File: src/rtl/cba_sg_write_arbiter.sv
// Round-robin write arbiter: N_REQ staging buffers share one latency-memory
// write port. Each requester owns a 2-entry {map, ts} holding queue; queues
// are granted round-robin into a single registered output with valid/ready.
// Maps arriving at a full queue are dropped and counted per requester.
module cba_sg_write_arbiter #(
  parameter  int N_REQ = 4,
  parameter  int MAP_W = 16,
  parameter  int TS_W  = 8,
  parameter  int CNT_W = 8,
  localparam int SRC_W = $clog2(N_REQ)
) (
  input  logic                     clk,
  input  logic                     reset,
  input  logic [TS_W-1:0]          ts,
  input  logic [N_REQ-1:0]         req_write,
  input  logic [N_REQ*MAP_W-1:0]   req_map,
  input  logic                     out_ready,
  output logic                     out_valid,
  output logic [MAP_W-1:0]         out_map,
  output logic [TS_W-1:0]          out_ts,
  output logic [SRC_W-1:0]         out_src,
  output logic [N_REQ-1:0]         ovf,
  output logic [N_REQ*CNT_W-1:0]   ovf_cnt,
  input  logic                     clr_cnt,
  output logic                     busy
);

  typedef struct packed {
    logic [MAP_W-1:0] map;
    logic [TS_W-1:0]  ts;
  } entry_t;

  localparam logic [1:0] Q_DEPTH = 2'd2;

  // Queue storage: slot 0 is always the head of the FIFO.
  entry_t     q_data     [N_REQ][2];
  entry_t     q_data_nxt [N_REQ][2];
  logic [1:0] q_cnt      [N_REQ];
  logic [1:0] q_cnt_nxt  [N_REQ];
  entry_t     new_entry  [N_REQ];

  logic [N_REQ-1:0] nonempty;
  logic [N_REQ-1:0] pop;
  logic [N_REQ-1:0] push;
  logic [N_REQ-1:0] drop;

  logic [SRC_W-1:0] rr;
  logic [SRC_W-1:0] rr_nxt;
  logic [SRC_W-1:0] gnt_idx;
  logic             gnt_found;
  logic             load;
  logic             grant;

  // Occupancy flags and the entry each requester would push this cycle.
  always_comb begin
    for (int i = 0; i < N_REQ; i++) begin
      nonempty[i]  = (q_cnt[i] != 2'd0);
      new_entry[i] = '{map: req_map[i*MAP_W +: MAP_W], ts: ts};
    end
  end

  // Round-robin search starting at rr; the output register loads whenever
  // it is empty or being drained this cycle.
  always_comb begin
    int               cand;
    logic [SRC_W-1:0] idx;
    // NOTE: every variable gets a default before any conditional assignment,
    // otherwise an always_comb path that skips it would infer a latch.
    load      = !out_valid || out_ready;
    gnt_found = 1'b0;
    gnt_idx   = '0;
    cand      = 0;
    idx       = '0;
    for (int k = 0; k < N_REQ; k++) begin
      cand = (int'(rr) + k) % N_REQ;
      idx  = SRC_W'(cand);
      if (!gnt_found && nonempty[idx]) begin
        gnt_found = 1'b1;
        gnt_idx   = idx;
      end
    end
    grant  = load && gnt_found;
    rr_nxt = rr;
    if (grant) begin
      rr_nxt = (gnt_idx == SRC_W'(N_REQ - 1)) ? '0 : gnt_idx + SRC_W'(1);
    end
  end

  // Per-requester pop/push/drop: a full queue accepts a push only when its
  // head is popped in the same cycle.
  always_comb begin
    for (int i = 0; i < N_REQ; i++) begin
      pop[i]  = grant && (gnt_idx == SRC_W'(i));
      push[i] = req_write[i] && ((q_cnt[i] != Q_DEPTH) || pop[i]);
      drop[i] = req_write[i] && !((q_cnt[i] != Q_DEPTH) || pop[i]);
    end
  end

  // Next queue contents: pop shifts slot 1 to the head, then a push lands in
  // the first free slot after the pop.
  always_comb begin
    for (int i = 0; i < N_REQ; i++) begin
      q_data_nxt[i][0] = q_data[i][0];
      q_data_nxt[i][1] = q_data[i][1];
      q_cnt_nxt[i]     = q_cnt[i];
      if (pop[i]) begin
        q_data_nxt[i][0] = q_data[i][1];
        q_cnt_nxt[i]     = q_cnt[i] - 2'd1;
      end
      if (push[i]) begin
        if (q_cnt_nxt[i] == 2'd0) begin
          q_data_nxt[i][0] = new_entry[i];
        end else begin
          q_data_nxt[i][1] = new_entry[i];
        end
        q_cnt_nxt[i] = q_cnt_nxt[i] + 2'd1;
      end
    end
  end

  // Queue occupancy and round-robin pointer.
  always_ff @(posedge clk or posedge reset) begin
    // NOTE: state registers use non-blocking assignments so every flop
    // samples the pre-edge values regardless of statement order.
    if (reset) begin
      for (int i = 0; i < N_REQ; i++) begin
        q_cnt[i] <= 2'd0;
      end
      rr <= '0;
    end else begin
      for (int i = 0; i < N_REQ; i++) begin
        q_cnt[i] <= q_cnt_nxt[i];
      end
      rr <= rr_nxt;
    end
  end

  // Queue payload storage.
  // NOTE: the payload is not reset; q_cnt alone says which slots are valid,
  // so clearing the data would only add reset fan-out.
  always_ff @(posedge clk) begin
    for (int i = 0; i < N_REQ; i++) begin
      q_data[i][0] <= q_data_nxt[i][0];
      q_data[i][1] <= q_data_nxt[i][1];
    end
  end

  // Output register: load the granted head, clear valid when draining with
  // nothing to grant, hold everything while stalled.
  always_ff @(posedge clk or posedge reset) begin
    if (reset) begin
      out_valid <= 1'b0;
      out_map   <= '0;
      out_ts    <= '0;
      out_src   <= '0;
    end else if (grant) begin
      out_valid <= 1'b1;
      out_map   <= q_data[gnt_idx][0].map;
      out_ts    <= q_data[gnt_idx][0].ts;
      out_src   <= gnt_idx;
    end else if (load) begin
      out_valid <= 1'b0;
    end
  end

  // Drop pulse and saturating drop counters; a clear that coincides with a
  // drop leaves the counter at 1.
  always_ff @(posedge clk or posedge reset) begin
    if (reset) begin
      ovf     <= '0;
      ovf_cnt <= '0;
    end else begin
      ovf <= drop;
      for (int i = 0; i < N_REQ; i++) begin
        if (clr_cnt) begin
          ovf_cnt[i*CNT_W +: CNT_W] <= drop[i] ? CNT_W'(1) : '0;
        end else if (drop[i] && (ovf_cnt[i*CNT_W +: CNT_W] != {CNT_W{1'b1}})) begin
          ovf_cnt[i*CNT_W +: CNT_W] <= ovf_cnt[i*CNT_W +: CNT_W] + CNT_W'(1);
        end
      end
    end
  end

  // Activity flag from registered state only.
  always_comb begin
    busy = out_valid || (|nonempty);
  end

endmodule

File: config.mk
export PLATFORM = sky130hd
export DESIGN_NAME = cba_sg_write_arbiter
export DESIGN_NICKNAME = d
export VERILOG_FILES = /design/src/rtl/cba_sg_write_arbiter.sv
export SDC_FILE = /design/constraint.sdc
export NUM_CORES = 1
export LEC_CHECK = 0
export ABC_AREA = 1
export CELL_PAD_IN_SITES_DETAIL_PLACEMENT = 0
export CELL_PAD_IN_SITES_GLOBAL_PLACEMENT = 1
export CORE_ASPECT_RATIO = 0.7
export CORE_MARGIN = 2
export CORE_UTILIZATION = 43
export CTS_CLUSTER_SIZE = 8
export DETAILED_ROUTE_END_ITERATION = 6
export DONT_BUFFER_PORTS = 1
export GPL_ROUTABILITY_DRIVEN = 0
export GPL_TIMING_DRIVEN = 0
export PLACE_DENSITY_LB_ADDON = 0.1
export SLEW_MARGIN = 20
export SYNTH_ARGS = -nofsm -noshare
export SYNTH_HDL_FRONTEND = slang
export SYNTH_SLANG_ARGS = --single-unit
File: constraint.sdc
create_clock -name clk -period 3.5 [get_ports clk]
set_input_delay 0.875 -clock clk [delete_from_list [all_inputs] [get_ports clk]]
set_output_delay 0.875 -clock clk [all_outputs]
set_load 0.1 [all_outputs]
# [Word level (Yosys, flattened, before mapping)]
# Memory sizes are Yosys's and may differ from the RTL's. A register that Yosys moved wholly into a read port is not among the register bits.
# Index checks and enable logic that the tools add are counted.
[word_totals] ramBits=192 wordCells=148 memories=1 ff_bits=49 inputBits=80
[mem_list] memory="q_data" words=4 word_bits=48 read_ports=5 rd_ports_with_merged_regs=1 wr=4 line="36" text="entry_t q_data [N_REQ][2];"
[op_classes] n_mux=55 add_sub_neg=16 n_eq_ne=11 magnitude_cmp=4 n_reduce_logical=49
[op_table] cell="2-to-1 mux 24 bit" n=12
[op_table] cell="2-to-1 mux 48 bit" n=4
[op_table] cell="2-to-1 mux 8 bit" n=8
[op_table] cell="adder 8 x 1 -> 8 bit, second input constant" n=4
[op_table] cell="inequality test 8 bit, second input constant" n=4
[op_table] cell="2-to-1 mux 2 bit" n=13
[op_table] cell="logical AND 1 bit" n=20
[op_table] cell="nonzero test 2 bit" n=9
[op_table] cell="2-to-1 mux 1 bit" n=14
[op_table] cell="adder 2 x 1 -> 2 bit, second input constant" n=6
[op_table] cell="< comparator 2 x 3 -> 1 bit, second input constant" n=4
[op_table] cell="zero test 2 bit" n=5
[op_table] cell="binary-select mux 1 bit (select 2 bit)" n=4
[op_table] cell="zero test 1 bit" n=8
[op_table] cell="inequality test 2 bit, second input constant" n=4
[op_table] cell="subtractor 2 x 1 -> 2 bit, second input constant" n=4
[op_table] cell="logical OR 1 bit" n=6
[op_table] cell="adder 2 bit, second input constant" n=2
[op_table] cell="== test 2 bit, second input constant" n=2
[op_table] cell="OR reduction 4 bit" n=1
[op_table] cell="== test 2 x 1 -> 1 bit, second input constant" n=1

# [Logic depth before layout (Yosys ltp)]
[logic_depth] depth_word=21 mapped_depth=24

# [Worst setup path after synthesis]
# No wires, ideal clock.
[synth_path] path_type="register to register" startpoint="reg q_cnt[6] (netlist name)" endpoint="mem q_data[2][0] in the netlist's numbering (enable)" arrival_ps=3219 t_required_ps=3095 stages_incl_launch_ff=18 period_less_slack_ps=3623 setup_slack_ps=-123 cell_sequence="dfrtp_1 > inv_1 > ha_1 > inv_1 > nand2_1 > nand2_1 > nand2_2 > nand2_4 > nor2_8 > nand4_1 > nand2_4 > nor2_8 > nand2_2 > buf_4 > xor2_1 > inv_1 > ha_1 > nor2_1"
[synth_lines] element="to (decl)" line="36"

==> flow_metrics.tcl <==
set metrics [dict create \
    cts_tree "done" \
    htree_levels 2 \
    root_buffer "clkbuf_16" \
    cpMostUsedCell "nand2_1" \
    die_h_um 146.1 \
    initial_core_util_pct 44.18 \
    cp_top_family "simple AND/OR/NAND/NOR gates" \
    vias_per_cell 4.995 \
    ctsHoldBuffers 0 \
    drt_iter0_drc 804 \
    layout_common_cells "nand2_1 (749), edfxtp_1 (96), dfxtp_1 (96), nor2_1 (83), dfrtp_1 (73)" \
    path_buf_inv 4 \
    hp-class "in -> async" \
    drive_gt1_share_pct 10.32 \
    final.min_clock_period_ps 3266 \
    portBuffers 0 \
    r2r-start "q_cnt[0]$_DFF_PP0_" \
    area_growth_pct 14.44 \
    grt_usage_pct 24.62 \
    start_kind "flip-flop" \
    reg2reg_depth 17 \
    die_w_um 207.0 \
    rows 51 \
    syn_area_sq_um 12400 \
    clkTransAtPathRegs_ps 50 \
    worstPathMaxFanout 12 \
    grt_pass1_vias 9349 \
    hpwl_um 25740 \
    critical_path_required_ps 3670 \
    period_share_pct 93.31 \
    setup_viol 0 \
    dieArea_sq_um 30240 \
    detail_route.wl_per_cell_um 18.69 \
    cts.path.max_buffers 3 \
    worst_slew_pin_slew_ps 1051 \
    status "finished clean" \
    end_kind "flip-flop" \
    cp_slowest_stage_delay_ps 380 \
    hold_viol_final 0 \
    grt_pass1_wl_um 57640 \
    routed-via-count 9895 \
    clkLatencyLatePin_ps 520 \
    ys_ff_latch 265 \
    synth_nets 1629 \
    fin_worst_skew_ps 16.50 \
    max_cap_violations 0 \
    rrSetupSlack_ps 230 \
    max-slew-margin-rel_pct 29.72 \
    dr.pass1.iters 5 \
    cts_sinks 265 \
    worstReg2RegEnd "q_data[2][4]$_DFFE_PP_" \
    seq_area_frac_synth_pct 53.46 \
    drv_slew 0 \
    yosysUniqueCellTypes 40 \
    final_common_cell "nand2_1" \
    cts_buffers 39 \
    grt_start_max_net_pins 52 \
    num-fill-cells 2807 \
    antenna_found_initial 0 \
    netlist_instances 1529 \
    yosysWarnings 0 \
    ant_nets 0 \
    drc_errors 0 \
    crit_arrival_ps 3440 \
    fmax_ghz 0.3062 \
    drt_wl_total_um 37020 \
    tns_ps 0 \
    ios 144 \
    cp_slowest_cell "dfrtp_1" \
    fin_nets 1679 \
    synth.avg_cell_area_sq_um 8.113 \
    path_cells "inv_1 -> ha_2 -> inv_1 -> nand2_1 -> nand2_1 -> nand2_2 -> nand2_4 -> nand2_1 -> nand2_1 -> nand2_2 -> nand3_4 -> nand2_2 -> buf_4 -> xor2_1 -> inv_1 -> ha_2 -> nor2_4" \
    fp.coreArea_sq_um 28080 \
    grt_overflow 0 \
    worstSetupPathType "reg -> reg" \
]
-- sequential cells by signal, indices dropped and copies added, names as in the netlist --
signal,count
q_data,192
ovf_cnt,32
out_map,16
out_ts,8
q_cnt,8
ovf,4
out_src,2
rr,2
out_valid,1
-- worst reg2reg max path: cells and delay by family, from the launching register on --
family / cells / cell delay, ps
and+or+nand+nor: 10 / 1320
buffers and inverters: 4 / 500
adders and majority gates: 2 / 500
DFF: 1 / 380
xor gates and xnor gates: 1 / 210
-- metrics by stage --
stage | cells | instance area [sq um] | setup WS [ps] | hold WS [ps] | utilization [%]
final | 1981 | 14200 | 234.1 | 198.3 | 50.56
after global routing | 1980 | 14190 | -2.855 | 211.6 | 50.55
after CTS | 1976 | 14110 | 5.523 | 197.6 | 50.27
after detailed placement | 1901 | 12930 | -165.1 | 511.2 | 46.05
after global placement | 1900 | 12880 | -645.7 | 508.0 | 45.87
after floorplan | 1529 | 12410 | 263.2 | 497.4 | -
-- cells in the mapped netlist, drive strengths merged --
cell type | number | area (sq um)
dfrtp | 73 | 1827
nor2 | 100 | 471.7
ha | 20 | 250.2
xnor2 | 5 | 43.79
clkbuf | 20 | 75.07
nand2 | 775 | 2994
nor3b | 6 | 45.04
nand4 | 16 | 133.9
dfxtp | 96 | 1922
a21oi | 22 | 113.9
clkinv | 1 | 3.750
buf | 43 | 320.3
xor2 | 13 | 113.9
o21ai | 77 | 389.1
o21a | 1 | 7.510
nor3 | 9 | 45.04
edfxtp | 96 | 2883
or2 | 5 | 31.28
nand3 | 66 | 382.9
a211oi | 1 | 7.510
o211ai | 7 | 52.55
inv | 77 | 291.5
-- worst max path at each step --
stage	startpoint	endpoint	cells past startpoint
finish	q_cnt[0]$_DFF_PP0_	q_data[2][4]$_DFFE_PP_	17
global route	q_cnt[0]$_DFF_PP0_	q_data[3][35]$_DFF_P_	21
CTS	q_cnt[0]$_DFF_PP0_	q_data[0][38]$_DFF_P_	21
detailed placement	q_cnt[0]$_DFF_PP0_	q_data[0][20]$_DFFE_PP_	18
global placement	q_cnt[0]$_DFF_PP0_	q_data[0][20]$_DFFE_PP_	18
floorplan	q_cnt[6]$_DFF_PP0_	q_data[2][0]$_DFFE_PP_	17
-- kinds of logic after synthesis --
| family | count (synthesis) | synth area share, % |
|---|---|---|
| AO/OA/AOI/OAI | 108 | 4.600 |
| XOR/XNOR | 18 | 1.271 |
| adder cells (fa/ha/maj) | 20 | 2.017 |
| buffers and inverters | 141 | 5.568 |
| flip-flops | 265 | 53.46 |
| AND/OR/NAND/NOR | 977 | 33.08 |
-- repair_timing --
item | 4_1_cts | 5_1_grt
setup endpoints to repair | 96 | 190
gates resized for setup | 4 | 10
buffers inserted | 0 | 5
cloned | 4 | 0
pin swaps | 4 | 4
-- metal layers --
| layer | track usage [%] | wire, um |
|---|---|---|
| met1 | 37.33 | 17920 |
| met2 | 35.53 | 15530 |
| met3 | 6.109 | 3042 |
| met5 | 0 | 0 |
| met4 | 4.750 | 516 |
-- area by class of cell --
cell class | instances | area, sq um | share of cell area (%)
Tap cell | 371 | 464.2 | 3.270
Clock buffer | 68 | 1106 | 7.791
Inverter | 78 | 297.8 | 2.098
Timing Repair Buffer | 6 | 77.57 | 0.5464
Antenna cell | 1 | 2.502 | 0.01763
Clock inverter | 3 | 33.78 | 0.2380
Buffer | 62 | 392.9 | 2.767
Sequential cell | 265 | 6631 | 46.71
Multi-Input combinational cell | 1127 | 5190 | 36.56
Power is not shown: default switching activity piles up to over one toggle a cycle in this logic, so the estimate is an artifact.
